==> src/rtl/rf_writeback_queue.sv <==
// In-order writeback queue in front of the register file: buffers execute results,
// drains them to the RF write ports and forwards pending values to operand read.
module rf_writeback_queue #(
  parameter int IN_PORTS    = 2,
  parameter int WRITE_PORTS = 1,
  parameter int READ_PORTS  = 2,
  parameter int DEPTH       = 4,
  parameter int DATA_W      = 8,
  parameter int ADDR_W      = 3
) (
  input  logic                          clock,
  input  logic                          rst_n,
  input  logic [IN_PORTS-1:0]           res_valid,
  input  logic [IN_PORTS*ADDR_W-1:0]    res_dst,
  input  logic [IN_PORTS*DATA_W-1:0]    res_data,
  output logic                          res_ready,
  output logic [WRITE_PORTS-1:0]        wr_en,
  output logic [WRITE_PORTS*ADDR_W-1:0] dst,
  output logic [WRITE_PORTS*DATA_W-1:0] datain,
  input  logic [READ_PORTS*ADDR_W-1:0]  src,
  output logic [READ_PORTS-1:0]         fwd_hit,
  output logic [READ_PORTS*DATA_W-1:0]  fwd_data,
  output logic [$clog2(DEPTH):0]        count
);

  localparam int PTR_W = $clog2(DEPTH);
  localparam int CNT_W = PTR_W + 1;

  logic [ADDR_W-1:0] mem_dst  [DEPTH];
  logic [DATA_W-1:0] mem_data [DEPTH];
  logic [PTR_W-1:0]  head;
  logic [PTR_W-1:0]  tail;
  logic [IN_PORTS-1:0] lane_push;
  logic [PTR_W-1:0]  lane_slot [IN_PORTS];
  logic [CNT_W-1:0]  push_cnt;
  logic [CNT_W-1:0]  pop_cnt;

  // Handshake: a res_* group is taken at a rising edge only while res_ready = 1;
  // valid lanes then occupy consecutive slots in lane order, invalid lanes take
  // none, and while res_ready = 0 the upstream stage holds its lanes unchanged.
  always_comb begin
    res_ready = (count <= CNT_W'(DEPTH - IN_PORTS));
    push_cnt  = '0;
    for (int i = 0; i < IN_PORTS; i++) begin
      lane_push[i] = res_valid[i] & res_ready;
      lane_slot[i] = tail + push_cnt[PTR_W-1:0];
      if (lane_push[i]) push_cnt = push_cnt + CNT_W'(1);
    end
    pop_cnt = (count > CNT_W'(WRITE_PORTS)) ? CNT_W'(WRITE_PORTS) : count;
  end

  always_ff @(posedge clock or negedge rst_n) begin
    if (!rst_n) begin
      head  <= '0;
      tail  <= '0;
      count <= '0;
    end else begin
      head  <= head + pop_cnt[PTR_W-1:0];
      tail  <= tail + push_cnt[PTR_W-1:0];
      count <= count + push_cnt - pop_cnt;
    end
  end

  // Payload storage needs no reset: only slots below count are ever observed.
  always_ff @(posedge clock) begin
    for (int i = 0; i < IN_PORTS; i++) begin
      if (lane_push[i]) begin
        mem_dst[lane_slot[i]]  <= res_dst[i*ADDR_W +: ADDR_W];
        mem_data[lane_slot[i]] <= res_data[i*DATA_W +: DATA_W];
      end
    end
  end

  always_comb begin
    for (int k = 0; k < WRITE_PORTS; k++) begin
      wr_en[k]                   = (count > CNT_W'(k));
      dst[k*ADDR_W +: ADDR_W]    = mem_dst[head + PTR_W'(k)];
      datain[k*DATA_W +: DATA_W] = mem_data[head + PTR_W'(k)];
    end
  end

  // Scan oldest to youngest so the last match wins: queue head..tail-1, then lane 0, lane 1.
  always_comb begin
    for (int r = 0; r < READ_PORTS; r++) begin
      fwd_hit[r]                   = 1'b0;
      fwd_data[r*DATA_W +: DATA_W] = '0;
      for (int j = 0; j < DEPTH; j++) begin
        if ((CNT_W'(j) < count) && (mem_dst[head + PTR_W'(j)] == src[r*ADDR_W +: ADDR_W])) begin
          fwd_hit[r]                   = 1'b1;
          fwd_data[r*DATA_W +: DATA_W] = mem_data[head + PTR_W'(j)];
        end
      end
      for (int i = 0; i < IN_PORTS; i++) begin
        if (rst_n && lane_push[i] && (res_dst[i*ADDR_W +: ADDR_W] == src[r*ADDR_W +: ADDR_W])) begin
          fwd_hit[r]                   = 1'b1;
          fwd_data[r*DATA_W +: DATA_W] = res_data[i*DATA_W +: DATA_W];
        end
      end
    end
  end

  count_in_range: assert property (@(posedge clock) disable iff (!rst_n)
    count <= CNT_W'(DEPTH));

endmodule
==> config.mk <==
export PLATFORM = sky130hd
export DESIGN_NAME = rf_writeback_queue
export DESIGN_NICKNAME = d
export VERILOG_FILES = /design/src/rtl/rf_writeback_queue.sv
export SDC_FILE = /design/constraint.sdc
export NUM_CORES = 1
export LEC_CHECK = 0
export ABC_AREA = 1
export BUFFER_PORTS_ARGS = -buffer_cell sky130_fd_sc_hd__buf_4
export CAP_MARGIN = 20
export CORE_MARGIN = 3
export CORE_UTILIZATION = 42
export CTS_CLUSTER_SIZE = 40
export DETAILED_ROUTE_END_ITERATION = 10
export PLACE_DENSITY = 0.7
export SYNTH_ARGS = -nofsm -noshare
export SYNTH_HDL_FRONTEND = slang
export SYNTH_SLANG_ARGS = --single-unit
==> constraint.sdc <==
create_clock -name clock -period 4.49 [get_ports clock]
set_input_delay 0.449 -clock clock [delete_from_list [all_inputs] [get_ports clock]]
set_output_delay 0.449 -clock clock [all_outputs]
set_load 0.01 [all_outputs]
==> summary.txt, run 1 <==
ANT cells = 0
CP Class = flop to primary output
Vias after detailed routing = 5,521
Setup-failing EPs final = 0
Layout area overhead = 13.7%
HP Class = input pin to flop
Drt total wl = 16,700 um
Vias in the first global route = 4,947
Final min period = 3.83 ns
Worst Setup End Kind = primary output
Setup_tns = 0 ns
Hold-fix buffers at CTS = 1
Most common cell after layout, fill and taps aside = nand2_1
GRT Overall Usage = 23.8%
Wire per inst = 15.8 um
Synth Warn # = 0
First-pass DRT Iterations = 6
Internal power = 0.00227 W
Pwr/cell area = 819 nW/um^2
CTS max path bufs = 2
Clk Latency, worst-skew pair = 0.29 ns
First-pass GRT wire length = 27,100 um
Die area = 14,200 sq um
Most frequent cells in the layout = nand2_1, o21ai_0, inv_1
Final net count = 929
Seq pwr share = 17.2%
Synth Area per Inst = 6.35 sq um
Clock Tree Root = clkbuf_16
Register-to-register setup slack = 1.70 ns
Sw power = 0.00273 W
I/O Buffers = 65
F_max = 261 MHz
Die height = 119 um
# Post-CTS Setup Buffers = 0
Total CTS buffers = 5
DR vias/cell = 5.22
Fin. max-slew vios = 0
Remaining DRCs = 0
Hold Fails Final Rpt = 0
Hold Crit Depth = 3
Switching Fraction = 54.6%
Worst slew pin tran = 0.722 ns
H-tree depth = 2
DP Area = 5930 sq um
Reported max-cap violation count = 0
CTS Sinks = 51
Synth Register Bits = 51
Tot Pwr = 0.00500 W
Share of cells above drive strength 1 = 14.3%
VDD IR max = 0.000339 V
Skew final = 0.00556 ns
Worst Setup Slack, final = 0.661 ns
Largest fanout on the critical path = 36
Critical path startpoint category = flop
Initial antenna violation count = 0
Design Area, Final = 6100 sq um
Synth unique cells = 38
Worst R2R Start = count[2]
WHS = 0.477 ns
Fillers = 1,267
RSZ-0062 raised after global routing = false
Placement Setup Slack = 1.04 ns
Worst slew margin = 51.7%
Period utilisation layout = 85.3%
TritonCTS clock tree = done
Clock power frac = 8.7%
DP HPWL = 13,000 um
R2R depth = 11
# IOs = 66
Hold_sp = res_data[15]
Initial core utilization = 43.8%
Leakage = 3.02 nW
Syn Nets = 885
Status = finished, final reports clean
Die W = 119 um
Overflow after GRT = 0
Post-synthesis sequential area ratio = 27.9%
Synthesized area = 5370 sq um
Post-Synthesis Cells = 845
Core box area = 12,300 sq um
Largest net degree at the start of global routing = 41
Post-DRT Antenna Nets = 0
PostCTS Resize Cnt = 0
Combinational Power Share = 74.1%
Clk pin slew, worst setup/hold paths = 0.07 ns
Placement Rows = 40
Reg2reg end = count[2]
Iteration-0 DRC Markers = 588
Routability congestion estimate = 0.914
Worst EP arrival = 3.38 ns
CP required = 4.04 ns
Worst Hold End = mem_data[2][7]
==> worst max-delay path, stage by stage, from the launching register on <==
cell     delay, ns
dfrtp_1       0.58
inv_2         0.49
nand2_1       0.12
nand2_2       0.43
nand2_1       0.14
nand2_1       0.14
nor2_1        0.07
nor3_4        0.39
nand2_4       0.15
nand2_1       0.10
inv_1         0.04
nand2_1       0.08
nand2_1       0.09
nand2_1       0.07
nand2_1       0.05
buf_4         0.14
==> routing by layer <==
metal,vias up,global-route usage (%),wire (um)
li1,2787,-,-
met1,2481,36.7,7770
met2,235,35.3,7010
met3,18,3.18,1620
met4,0,5.29,261
met5,-,0,0
==> synth_stat cells (all sizes together) <==
master	instances	area share (%)
o21ai	120	11
fa	1	0.37
ha	7	1.6
and2	1	0.12
a31o	1	0.16
buf	16	2.4
xor2	10	1.8
edfxtp	44	25
o21bai	2	0.28
mux2i	15	2.8
o21a	2	0.28
dfrtp	7	3.3
xnor2	11	1.8
nor3	5	0.68
nand4	3	0.35
nand2	318	23
or2	11	1.3
nand3b	9	1.3
clkinv	1	0.070
clkbuf	20	1.4
o211ai	1	0.14
nand3	78	7.4
nor2	40	4.4
a21oi	12	1.3
inv	110	7.7
==> per-stage QoR <==
stage,util [%],cells
6_report,49.8,1058
2_1_floorplan,-,845
3_3_place_gp,48.3,1049
5_1_grt,49.8,1058
3_5_place_dp,48.3,1049
4_1_cts,49.8,1058
==> power groups by stage <==
stage	clock, W	sequential [W]	combinational (W)
2_1_floorplan	0	0.000798	0.00256
5_1_grt	0.000463	0.000877	0.00416
3_5_place_dp	0	0.000865	0.00365
3_3_place_gp	0	0.000859	0.00362
6_report	0.000437	0.000857	0.00370
4_1_cts	0.000440	0.000855	0.00366
==> how the worst max path moves through the flow <==
stage	start	end	slack, ns	depth (start not counted)
5_1_grt	head[1]	fwd_data[0]	0.28	15
3_3_place_gp	head[1]	fwd_data[1]	1.11	15
2_1_floorplan	count[0]	mem_data[2][0]	1.86	7
4_1_cts	head[1]	fwd_data[1]	0.72	15
6_report	head[1]	fwd_data[1]	0.66	15
3_5_place_dp	head[1]	fwd_data[1]	1.04	15
==> cell type report <==
type / count / area (sq um) / area share [%]
clock buffer: 5 / 125 / 2.05
clock inverter: 3 / 42.5 / 0.697
inverter: 111 / 417 / 6.83
multi-input combinational: 647 / 3260 / 53.4
sequential: 51 / 1500 / 24.5
tap: 168 / 210 / 3.44
timing repair buffer: 73 / 551 / 9.02
==> sequential cells by signal, indices dropped and copies added, names as in the netlist <==
register / count
tail: 2
count: 3
head: 2
mem_dst: 12
mem_data: 32
==> cells by family (layout without fill, tap and decap cells) <==
family	after synthesis	in the layout	share of synthesized area, %
AND/OR/NAND/NOR	465	465	38.7
buffers and inverters	147	192	11.6
AO/OA/AOI/OAI	138	138	13.4
flip-flops	51	51	27.9
XOR/XNOR	21	21	3.57
multiplexers	15	15	2.80
adder cells (fa/ha/maj)	8	8	2.00
(Power assumes the default switching activity.)
==> inputs of run 2 (changes only) <==
Settings changed: ABC_AREA 1 to default.
==> summary.txt, run 2 <==
Drt total wl = 14,600 um (was 16,700 um)
H-tree depth = 2 (unchanged)
Clk Latency, worst-skew pair = 0.30 ns (was 0.29 ns)
Core box area = 11,100 sq um (was 12,300 sq um)
Worst EP arrival = 3.42 ns (was 3.38 ns)
Worst slew pin tran = 0.875 ns (was 0.722 ns)
TritonCTS clock tree = done (unchanged)
Synth Area per Inst = 10.1 sq um (was 6.35 sq um)
Period utilisation layout = 86.2% (was 85.3%)
Status = finished, final reports clean (unchanged)
Final min period = 3.87 ns (was 3.83 ns)
Routability congestion estimate = 0.902 (was 0.914)
Buffers & Inverters on Critical Path = 1 (was 3)
Total CTS buffers = 5 (unchanged)
Pwr/cell area = 792 nW/um^2 (was 819 nW/um^2)
Syn Nets = 518 (was 885)
Top-count cell post-synth = nand2_1 (unchanged)
Top post-synthesis cells by count = nand2_1, edfxtp_1, nor2_1 (was nand2_1, o21ai_0, inv_1)
Non-Filler Instances = 672 (was 1,058)
Synth Register Bits = 51 (unchanged)
Synth area leader = edfxtp_1 (unchanged)
ANT cells = 0 (unchanged)
Synthesized area = 4840 sq um (was 5370 sq um)
CP delay by family, top = simple AND/OR/NAND/NOR gates (unchanged)
Synth top area share = 27.3% (was 24.6%)
Placed Cells = 663 (was 1,049)
CTS max path bufs = 2 (unchanged)
Max reg flops = 32 (unchanged)
Seq pwr share = 18.9% (was 17.2%)
Most common cell after layout, fill and taps aside = buf_4 (was nand2_1)
Clock power frac = 11.1% (was 8.7%)
Final net count = 571 (was 929)
DP HPWL = 10,800 um (was 13,000 um)
XOR/XNOR Fraction of Synth Area = 8.68% (was 3.57%)
Initial core utilization = 43.7% (was 43.8%)
F_max = 258 MHz (was 261 MHz)
Placement Rows = 38 (was 40)
Asr flop ratio synth = 13.7% (unchanged)
GRT Overall Usage = 23.1% (was 23.8%)
Clock Tree Root = clkbuf_16 (unchanged)
Synth Warn # = 0 (unchanged)
Sw power = 0.00203 W (was 0.00273 W)
Setup_tns = 0 ns (unchanged)
EDFF count, synth = 44 (unchanged)
Post-Synth Simple-Gate Area = 13.0% (was 38.7%)
Reported max-cap violation count = 0 (unchanged)
Leakage = 2.14 nW (was 3.02 nW)
Worst R2R Start = count[2] (unchanged)
First-pass GRT wire length = 23,100 um (was 27,100 um)
WHS = 0.489 ns (was 0.477 ns)
Layout area overhead = 16.3% (was 13.7%)
I/O Buffers = 65 (unchanged)
Hold Crit Depth = 2 (was 3)
CP Class = flop to primary output (unchanged)
RSZ-0062 raised after global routing = false (unchanged)
Vias in the first global route = 4,166 (was 4,947)
Worst Setup End Kind = primary output (unchanged)
Clk pin slew, worst setup/hold paths = 0.07 ns (about the same)
# Post-CTS Setup Buffers = 0 (unchanged)
Main combinational cell family by area after synthesis = multiplexers (was simple AND/OR/NAND/NOR gates)
Share of cells above drive strength 1 = 30.1% (was 14.3%)
Die area = 12,900 sq um (was 14,200 sq um)
Critical path startpoint category = flop (unchanged)
Post-Synthesis Cells = 478 (was 845)
CP required = 4.04 ns (about the same)
# IOs = 66 (unchanged)
Largest net degree at the start of global routing = 43 (was 41)
Overflow after GRT = 0 (unchanged)
Critical-path cell list = mux2_2, xnor2_1, nand3_1, a211oi_4, or2_1, a2111oi_2, nor3_1, buf_4 (was inv_2, nand2_1, nand2_2, nand2_1, nand2_1, nor2_1, nor3_4, nand2_4, nand2_1, inv_1, nand2_1, nand2_1, nand2_1, nand2_1, buf_4)
First-pass DRT Iterations = 5 (was 6)
Placement Setup Slack = 1.02 ns (was 1.04 ns)
R2R depth = 8 (was 11)
Worst Setup SP = head[0] (was head[1])
Most frequent cells in the layout = buf_4, nand2_1, edfxtp_1 (was nand2_1, o21ai_0, inv_1)
Hold_sp = res_data[8] (was res_data[15])
Vias after detailed routing = 4,122 (was 5,521)
CTS Sinks = 51 (unchanged)
Worst slew margin = 41.5% (was 51.7%)
Die W = 113 um (was 119 um)
VDD IR max = 0.000349 V (was 0.000339 V)
Wire per inst = 21.8 um (was 15.8 um)
Internal power = 0.00243 W (was 0.00227 W)
Synth unique cells = 57 (was 38)
Setup-failing EPs final = 0 (unchanged)
Compound-cell area share of the yosys netlist = 15.1% (was 13.4%)
Initial antenna violation count = 0 (unchanged)
Post-Synth Adder-Cell Area = 2.22% (was 2.00%)
Post-synthesis sequential area ratio = 30.9% (was 27.9%)
HP Class = input pin to flop (unchanged)
Post-DRT Antenna Nets = 0 (unchanged)
Die height = 113 um (was 119 um)
Switching Fraction = 45.5% (was 54.6%)
Hold Fails Final Rpt = 0 (unchanged)
Register-to-register setup slack = 1.17 ns (was 1.70 ns)
Mux contribution to synthesized area = 25.8% (was 2.80%)
Main flop type after synthesis = edfxtp_1 (unchanged)
Iteration-0 DRC Markers = 358 (was 588)
Worst path max stage delay = 0.63 ns (was 0.58 ns)
Worst Setup Slack, final = 0.619 ns (was 0.661 ns)
Slowest CP cell = dfrtp_2 (was dfrtp_1)
PostCTS Resize Cnt = 0 (unchanged)
Largest fanout on the critical path = 14 (was 36)
Remaining DRCs = 0 (unchanged)
Ranking of synthesized cells by area = edfxtp_1, mux2_2, mux2_1 (was edfxtp_1, nand2_1, o21ai_0)
Skew final = 0.00482 ns (was 0.00556 ns)
Fin. max-slew vios = 0 (unchanged)
DR vias/cell = 6.13 (was 5.22)
WP depth = 8 (was 15)
Fillers = 1,027 (was 1,267)
Combinational Power Share = 69.9% (was 74.1%)
run 2: cell types whose count changed after synthesis, moves of 10 or more:
cell,delta
nor2_1,+15
nand2_1,-252
inv_1,-99
o21ai_0,-100
mux4_2,+10
mux2_1,+27
nand3_1,-67
mux2_2,+36
nor2_4,-11
or2_2,-10
xnor2_1,+22
run 2: kinds of logic (layout without fill, tap and decap cells):
family                   Yosys count  count (layout)
buffers and inverters             43              97
XOR/XNOR                          48              48
AND/OR/NAND/NOR                  136             136
AO/OA/AOI/OAI                     93              93
adder cells (fa/ha/maj)            8               8
flip-flops                        51              51
multiplexers                      99              99
run 2: metal layers:
| metal | vias to the layer above | part of all wire, % | global-route usage, % |
|---|---|---|---|
| li1 | 1893 | - | - |
| met1 | 2010 | 40 | 30.2 |
| met2 | 185 | 50 | 39.2 |
| met3 | 34 | 6.9 | 3.34 |
| met4 | 0 | 3.0 | 8.17 |
| met5 | - | 0 | 0 |
run 2: final timing paths:
check,endpoint
min,mem_data[1][0]
max,fwd_data[11]
min in group asynchronous,count[0]
max reg2reg,mem_data[2][0]
min reg2reg,tail[0]
max in group asynchronous,head[0]
run 2: through the flow:
stage          instance area (sq um)  utilization [%]  power, W
4_1_cts                         5640             50.9   0.00446
3_5_place_dp                    5440             49.1   0.00396
3_3_place_gp                    5440             49.1   0.00388
5_1_grt                         5640             50.9   0.00475
2_1_floorplan                   4840                -   0.00296
6_report                        5640             50.9   0.00446
run 2: repair_timing:
item | in CTS | in global routing
hold buffers | 1 | 0
endpoints found under the hold margin | 7 | 0
setup endpoints to repair | 0 | 0
run 2: area by class of cell:
cell class	count	area (sq um)	share of cell area, %
Sequential cell	51	1500	26.6
Inverter	11	41.3	0.733
Timing Repair Buffer	78	588	10.4
Clock buffer	6	129	2.29
Tap cell	140	175	3.11
Multi-Input combinational cell	384	3150	55.8
Clock inverter	2	60.1	1.07
run 2: power by group through the flow:
stage | combinational, W | sequential (W) | clock (W)
6_report | 0.00312 | 0.000845 | 0.000497
3_5_place_dp | 0.00310 | 0.000855 | 0
2_1_floorplan | 0.00217 | 0.000793 | 0
5_1_grt | 0.00337 | 0.000865 | 0.000521
4_1_cts | 0.00312 | 0.000845 | 0.000500
3_3_place_gp | 0.00304 | 0.000841 | 0
==> inputs of run 3 (changes only) <==
Settings changed: BUFFER_PORTS_ARGS -buffer_cell sky130_fd_sc_hd__buf_4 to default, CELL_PAD_IN_SITES_DETAIL_PLACEMENT from default to 1, CELL_PAD_IN_SITES_GLOBAL_PLACEMENT from default to 2, DONT_BUFFER_PORTS from default to 1, PLACE_DENSITY 0.7 to 0.91.
==> summary.txt, run 3 (same netlist as run 2, synthesis figures left out) <==
Status = finished, final reports clean (unchanged)
Die area = 12,900 sq um (unchanged)
# IOs = 66 (unchanged)
TritonCTS clock tree = done (unchanged)
Setup_tns = 0 ns (unchanged)
CTS max path bufs = 2 (unchanged)
Met2 wire len = 7350 um (was 7270 um)
Hold Fails Final Rpt = 0 (unchanged)
Worst slew margin = 37.4% (was 41.5%)
Worst slew pin tran = 0.932 ns (was 0.875 ns)
Non-Filler Instances = 605 (was 672)
ANT cells = 0 (unchanged)
Largest net degree at the start of global routing = 39 (was 43)
VDD IR max = 0.000447 V (was 0.000349 V)
HP Class = input pin to flop (unchanged)
Top layer in use = met4 (unchanged)
F_max = 261 MHz (was 258 MHz)
CP required = 4.04 ns (about the same)
Leakage = 1.79 nW (was 2.14 nW)
Iteration-0 DRC Markers = 380 (was 358)
DR vias/cell = 6.51 (was 6.13)
Remaining DRCs = 0 (unchanged)
Setup-failing EPs final = 0 (unchanged)
Most common cell after layout, fill and taps aside = nand2_1 (was buf_4)
Fin. max-slew vios = 0 (unchanged)
Layout area overhead = 5.01% (was 16.3%)
Clock Tree Root = clkbuf_16 (unchanged)
Reported max-cap violation count = 0 (unchanged)
Hold-fix buffers at CTS = 1 (unchanged)
Share of cells above drive strength 1 = 20.0% (was 30.1%)
Period utilisation layout = 85.5% (was 86.2%)
Final min period = 3.84 ns (was 3.87 ns)
Tot Pwr = 0.00388 W (was 0.00446 W)
CTS Sinks = 51 (unchanged)
Largest fanout on the critical path = 14 (unchanged)
Most frequent cells in the layout = nand2_1, edfxtp_1, nor2_1 (was buf_4, nand2_1, edfxtp_1)
Wire per inst = 25.8 um (was 21.8 um)
Pwr/cell area = 764 nW/um^2 (was 792 nW/um^2)
First-pass GRT wire length = 24,300 um (was 23,100 um)
Initial antenna violation count = 0 (unchanged)
GRT Overall Usage = 24.6% (was 23.1%)
WHS = 0.355 ns (was 0.489 ns)
First-pass DRT Iterations = 5 (unchanged)
Critical path startpoint category = flop (unchanged)
Die W = 113 um (unchanged)
Fillers = 1,230 (was 1,027)
PostCTS Resize Cnt = 0 (unchanged)
Max reg flops = 32 (unchanged)
Placement Rows = 38 (unchanged)
Overflow after GRT = 0 (unchanged)
Total CTS buffers = 5 (unchanged)
Core box area = 11,100 sq um (unchanged)
I/O Buffers = 0 (was 65)
Vias in the first global route = 4,079 (was 4,166)
Clk pin slew, worst setup/hold paths = 0.07 ns (about the same)
Final net count = 504 (was 571)
Drt total wl = 15,600 um (was 14,600 um)
Post-DRT Antenna Nets = 0 (unchanged)
Clk Latency, worst-skew pair = 0.29 ns (was 0.30 ns)
Initial core utilization = 43.7% (unchanged)
# Post-CTS Setup Buffers = 0 (unchanged)
Wl on met1 = 6870 um (was 5910 um)
Post-layout utilization of the core = 45.9% (was 50.9%)
DP HPWL = 12,300 um (was 10,800 um)
Routability congestion estimate = 0.897 (was 0.902)
Skew final = 0.00454 ns (was 0.00482 ns)
Die height = 113 um (unchanged)
Vias after detailed routing = 3,939 (was 4,122)
CP Class = flop to primary output (unchanged)
WL met3 = 1170 um (was 1020 um)
H-tree depth = 2 (unchanged)
Worst Setup End Kind = primary output (unchanged)
Worst EP arrival = 3.39 ns (was 3.42 ns)
RSZ-0062 raised after global routing = false (unchanged)
Placed Cells = 596 (was 663)
[run 3: cell count changes in the layout (fill, tap and decap cells not counted), sizes merged]
cell | before | now
buf | 77 | 10
bufinv | 2 | 0
clkbuf | 6 | 7
clkinv | 1 | 2
[run 3: layout make-up]
cell class                      count  area [sq um]  area share, %
Inverter                           11          41.3          0.812
Sequential cell                    51          1500           29.5
Tap cell                          140           175           3.44
Clock inverter                      1          5.00         0.0984
Multi-Input combinational cell    384          3150           61.8
Timing Repair Buffer               11          88.8           1.75
Clock buffer                        7           133           2.61
[run 3: final timing paths]
| check | start | to | slack [ns] | cells past startpoint |
|---|---|---|---|---|
| worst max-delay path | head[0] | fwd_data[13] | 0.65 | 7 |
| worst min-delay path | res_data[10] | mem_data[2][2] | 0.35 | 1 |
| worst max register to register | count[1] | mem_data[1][2] | 1.17 | 8 |
| worst min register to register | tail[1] | tail[1] | 0.61 | 1 |
| max in group asynchronous | rst_n | head[0] | 3.66 | 1 |
| min in group asynchronous | rst_n | count[1] | 0.52 | 1 |
[run 3: critical path, stage by stage (launching register included)]
cell	delay [ns]
dfrtp_2	0.64
mux2_2	0.42
xnor2_1	0.15
nand3_1	0.14
a211oi_4	0.61
or2_1	0.50
a2111oi_4	0.11
a2111oi_2	0.50
[run 3: power breakdown]
group	leakage (nW)	switching (W)	internal (W)
clock network	0.0679	0.000166	0.000206
registers	0.481	0.000168	0.000707
logic	1.24	0.00159	0.00105
total	1.79	0.00192	0.00197
[run 3: routing by layer]
layer | up-vias | GRT usage, %
li1 | 1764 | -
met1 | 2008 | 34.0
met2 | 152 | 39.8
met3 | 15 | 4.83
met4 | 0 | 6.01
met5 | - | 0
[run 3: metrics by stage]
stage	instance area, sq um	setup slack, ns
after detailed placement	4940	1.01
after CTS	5090	0.677
after floorplan	4840	1.61
after global routing	5090	0.499
final	5090	0.653
after global placement	4920	1.10
